`config.mk`:
```
export PLATFORM = sky130hd
export DESIGN_NAME = mem_access_ctrl
export DESIGN_NICKNAME = d
export VERILOG_FILES = /design/src/rtl/mem_access_ctrl.sv
export SDC_FILE = /design/constraint.sdc
export NUM_CORES = 1
export LEC_CHECK = 0
export ABC_CLOCK_PERIOD_IN_PS = 2800
export CORE_ASPECT_RATIO = 1.1
export CORE_UTILIZATION = 45
export CTS_BUF_LIST = sky130_fd_sc_hd__clkbuf_4 sky130_fd_sc_hd__clkbuf_8
export CTS_CLUSTER_DIAMETER = 80
export DETAILED_ROUTE_END_ITERATION = 16
export PLACE_DENSITY_LB_ADDON = 0.08
export SLEW_MARGIN = 20
export SYNTH_ARGS = -nofsm -noshare
export SYNTH_HDL_FRONTEND = slang
export SYNTH_SLANG_ARGS = --single-unit
```
`constraint.sdc`:
```
create_clock -name clk -period 2.8 [get_ports clk]
set_clock_uncertainty 0.1 [all_clocks]
set_input_delay 0.84 -clock clk [delete_from_list [all_inputs] [get_ports clk]]
set_output_delay 0.84 -clock clk [all_outputs]
set_load 0.02 [all_outputs]
```
`src/rtl/mem_access_ctrl.sv`:
```
// Single-port memory access sequencer: word/half/byte loads, and stores (sub-word stores do read-modify-write).
// Latency: load MEM_LAT+1, word store 2, sub-word store MEM_LAT+2 cycles to done; req is ignored while busy.
module mem_access_ctrl #(
    parameter int MEM_LAT = 1
) (
    input  logic        clk,
    input  logic        reset,
    input  logic        req,
    input  logic        we,
    input  logic [1:0]  size,
    input  logic [31:0] addr,
    input  logic [31:0] wdata,
    output logic        busy,
    output logic        done,
    output logic [31:0] rdata,
    output logic [31:0] mem_addr,
    output logic        mem_wr,
    output logic [31:0] mem_din,
    input  logic [31:0] mem_dout
);

    typedef enum logic [1:0] {
        IDLE  = 2'd0,
        READ  = 2'd1,
        WRITE = 2'd2,
        DONE  = 2'd3
    } state_t;

    state_t      state;
    state_t      state_nxt;
    logic [3:0]  cnt;
    logic        we_q;
    logic [1:0]  size_q;
    logic [31:0] addr_q;
    logic [31:0] wdata_q;
    logic [31:0] word_q;
    logic        req_full;
    logic        read_last;
    logic [31:0] load_val;

    assign req_full  = (size == 2'b00) || (size == 2'b11);
    assign read_last = (state == READ) && (cnt == 4'd0);

    always_comb begin
        state_nxt = state;
        case (state)
            IDLE: begin
                if (req) begin
                    state_nxt = (we && req_full) ? WRITE : READ;
                end
            end
            READ: begin
                if (cnt == 4'd0) begin
                    state_nxt = we_q ? WRITE : DONE;
                end
            end
            WRITE:   state_nxt = DONE;
            DONE:    state_nxt = IDLE;
            default: state_nxt = IDLE;
        endcase
    end

    // Load extraction takes the top bytes of the word returned by memory.
    always_comb begin
        load_val = mem_dout;
        case (size_q)
            2'b01:   load_val = {16'b0, mem_dout[31:16]};
            2'b10:   load_val = {24'b0, mem_dout[31:24]};
            default: load_val = mem_dout;
        endcase
    end

    always_comb begin
        mem_din = wdata_q;
        case (size_q)
            2'b01:   mem_din = {wdata_q[15:0], word_q[15:0]};
            2'b10:   mem_din = {wdata_q[7:0], word_q[23:0]};
            default: mem_din = wdata_q;
        endcase
    end

    always_ff @(posedge clk) begin
        if (reset) begin
            state   <= IDLE;
            cnt     <= 4'd0;
            we_q    <= 1'b0;
            size_q  <= 2'b00;
            addr_q  <= 32'd0;
            wdata_q <= 32'd0;
            word_q  <= 32'd0;
            rdata   <= 32'd0;
        end else begin
            state <= state_nxt;
            if (state == IDLE && req) begin
                we_q    <= we;
                size_q  <= size;
                addr_q  <= addr;
                wdata_q <= wdata;
                cnt     <= 4'(MEM_LAT - 1);
            end
            if (state == READ && cnt != 4'd0) begin
                cnt <= cnt - 4'd1;
            end
            if (read_last) begin
                word_q <= mem_dout;
                if (!we_q) begin
                    rdata <= load_val;
                end
            end
        end
    end

    assign busy     = (state != IDLE);
    assign done     = (state == DONE);
    assign mem_wr   = (state == WRITE);
    assign mem_addr = addr_q;

endmodule
```
==> results.md <==
| Quantity | Value | Unit |
|:---|:---|:---|
| Sequential fraction of the synthesis area | 0.4732 | - |
| CTS root buf | clkbuf_8 | - |
| Category of cells accounting for the largest share of critical-path delay | buffers and inverters | - |
| Die span in x | 107.0 | um |
| Max-slew violation total from the final report | 0 | - |
| Antenna diode count | 0 | - |
| Startpoint of the lowest-slack hold path | rdata[23] | - |
| Clock tree from TritonCTS | yes | - |
| Post-synth EDFFs | 0 | - |
| Count of endpoints failing hold in the final timing report | 0 | - |
| Cell depth of the worst flop-to-flop path | 7 | - |
| Post-synthesis average cell area | 7.808 | sq um |
| Area fraction in and, or, nand and nor cells after synthesis | 0.2244 | - |
| Number of buffers on the longest clock path | 2 | - |
| Actual transition at the worst max-transition pin | 0.8317 | ns |
| Sink of the worst hold path | rdata[23] | - |
| Htree depth | 4 | - |
| Antenna violations before repair | 0 | - |
| Mapped Cells | 699 | - |
| Peak supply drop | 0.5450 | mV |
| Fraction of the mapped netlist area in adder cells | 0.01834 | - |
| Pleak | 2.880 | nW |
| Largest stage delay, worst path | 0.37 | ns |
| Share of cells above drive strength 1 | 0.1184 | - |
| Power density relative to cell area | 893.3 | nW/um^2 |
| Synthesized net count | 809 | - |
| Setup fix buffers added after clock tree synthesis | 0 | - |
| Setup repair after global routing missed its margin | false | - |
| Sort of element at the end of the critical path | output pin | - |
| Final WS setup | 0.1234 | ns |
| Setup Slack @ Placement | -0.03383 | ns |
| Placed standard-cell area | 7508 | sq um |
| Number of DRC violations after detailed-routing iteration 0 | 294 | - |
| Full die area | 12570 | sq um |
| Dominant combinational cell family by area after synthesis | simple AND/OR/NAND/NOR gates | - |
| Minimum setup slack among reg-to-reg paths | 0.46 | ns |
| Clock insertion delay at the later pin of the skew report | 0.44 | ns |
| Path category of the worst min-delay check | reg -> reg | - |
| Count of unresolved DRC violations after routing | 0 | - |
| Period Utilization, post-route | 0.9559 | - |
| Flop and latch count out of synthesis | 129 | - |
| Chip Height | 117.5 | um |
| Dpl hpwl | 11.86 | mm |
| Area Growth Syn to Fin | 43.21 | % |
| Maximum number of pins on one net before global-route repair | 72 | - |
| Startpoint types | flop | - |
| Top fanout value on the critical path | 3 | - |
| Grt ovf | 0 | - |
| Top Ports | 201 | - |
| Worst hold stages | 2 | - |
| Worst path bufs/invs | 3 | - |
| Reg2Reg Capture Point | rdata[9] | - |
| Number of global-route vias before repair | 5353 | - |
| Multiplexer fraction of the synthesized cell area | 0 | - |
| Number of hold buffers added after CTS | 0 | - |
| Clock transition time at the flip-flop clock pins of the worst setup and hold paths | 0.07 | ns |
| Slowest CP cell | dfxtp_4 | - |
| Post-synthesis cell area | 5458 | sq um |
| Synth Warn # | 0 | - |
| Placeable core area | 11640 | sq um |
| Proportion of synthesized flip-flops having asynchronous set or reset | 0 | - |
| Total number of nets in the final design | 984 | - |
| Vias | 5524 | - |
| Arrival time of data at the critical path endpoint | 1.74 | ns |
| Final instance area | 7816 | sq um |
| Result of the run | complete, no violations | - |
| Wire per inst | 15.86 | um |
| Commonest register cell after synthesis | dfxtp_1 | - |
| Post-Synth XOR/XNOR Area | 0.001605 | - |
| Clock Sink Count | 129 | - |
| Kind of critical path | reg -> out | - |
| Number of buffers added on ports | 200 | - |
| Number of max-cap violations | 0 | - |
| Global router's overall resource usage | 0.2636 | - |
| Total iterations of the first detailed-routing run | 5 | - |
| Max Freq | 373.6 | MHz |
| Total Wirelength | 16.45 | mm |
| Residual antenna-violating net count after detailed routing | 0 | - |
| Number of setup violations in the final report | 0 | - |
| Effective utilization at floorplan | 0.4687 | - |
| Worst R2R Start | size_q[0] | - |
| Number of distinct standard cells referenced by the synthesized netlist | 37 | - |
| Cell breakdown of the critical path | inv_1, ha_4, nor2_4, buf_4, a22o_1, buf_2 | - |
| Rows | 41 | - |
| Synthesized-area fraction occupied by ao, oa, aoi and oai cells | 0.2194 | - |
| First-pass GRT wire length | 25.94 | mm |
| Hold Worst Slack | 0.3517 | ns |
| Max_slew headroom | 0.4444 | - |
| Gp weighted congestion | 0.8635 | - |
| Cts bufs inserted | 17 | - |
| Number of vias per cell after detailed routing | 5.327 | - |
| Fin crit period | 2.677 | ns |
| CP Data Required Time | 1.86 | ns |
## cells by family (layout without fill, tap and decap cells)
group / count (synthesis) / count (layout)
AND/OR/NAND/NOR: 296 / 296
AO/OA/AOI/OAI: 198 / 198
flip-flops: 129 / 129
adder cells (fa/ha/maj): 8 / 8
buffers and inverters: 67 / 255
XOR/XNOR: 1 / 1
## cells in the mapped netlist (7+ instances only)
library cell	number	share of area
a21oi_1	119	0.11
dfxtp_1	129	0.47
ha_1	8	0.018
buf_2	19	0.017
inv_1	7	0.0048
clkbuf_1	30	0.021
nor3_1	8	0.0073
nand3_1	20	0.018
o21ai_0	24	0.022
a22o_1	16	0.026
a22oi_1	25	0.034
nand2_1	241	0.17
nor2_1	10	0.0069
## worst reg2reg max path: stages, from the launching register on
cell and delay, ns:
dfxtp_4 0.37, inv_1 0.07, ha_4 0.27, buf_6 0.15, buf_4 0.27, nor2b_1 0.72
a221oi_1 0.17, nor3_1 0.16
## flip-flops by register name, summed over array words and instances (netlist names)
register / count
state: 2
mem_addr: 32
size_q: 2
word_q: 24
rdata: 32
cnt: 4
wdata_q: 32
we_q: 1
## cell usage in the layout (no fill, tap or decap), types with 7 or more instances in the layout
master	n
nand2_1	240
inv_1	7
buf_4	8
nand3_1	20
nor3_1	8
a22oi_1	19
o21ai_0	19
clkbuf_8	19
dfxtp_1	127
nor2_1	8
a22o_1	16
buf_2	26
clkdlybuf4s50_1	166
a21oi_1	119
## how the worst max path moves through the flow
stage | slack, ns | startpoint | to | cells past startpoint
2_1_floorplan | 0.21 | size_q[0] | mem_din[22] | 6
3_3_place_gp | 0.01 | size_q[0] | mem_din[9] | 6
3_5_place_dp | -0.03 | size_q[0] | mem_din[11] | 6
4_1_cts | -0.03 | size_q[1] | mem_din[29] | 6
5_1_grt | 0.03 | size_q[0] | mem_din[1] | 6
6_report | 0.12 | size_q[0] | mem_din[0] | 6
## layer usage
metal,wire length (um),GRT usage
met3,1251,0.08029
met5,0,0
met2,8173,0.4431
met4,508,0.1241
met1,6510,0.3027
## power breakdown
group,switching [mW],internal [mW],total (mW)
logic,1.78,1.19,2.97
clock network,0.737,0.745,1.48
registers,0.276,2.25,2.53
## area by class of cell
type	count	area, sq um
clock inverters	13	112.6
multi-input cells	503	2605
well taps	150	187.7
fillers	1006	3829
flip-flops and latches	129	2587
clock buffers	19	261.5
inverters	7	26.28
repair buffers	216	2036
## stage by stage
step                  util  std cells  power (mW)   TNS, ns
floorplan                -        699       4.445         0
global route        0.6712       1037       7.407         0
finish              0.6712       1037       6.982         0
detailed placement  0.6448       1004       5.576   -0.2129
global placement    0.6448       1004       5.497         0
CTS                 0.6822       1037       7.045  -0.05748
## repair_timing
item / in CTS / in global routing
pin swaps: 2 / 2
endpoints found under the hold margin: 0 / 0
cloned: 1 / 0
gates resized for setup: 122 / 43
setup endpoints to repair: 33 / 28
No activity file was read; power rests on OpenSTA's default activity.
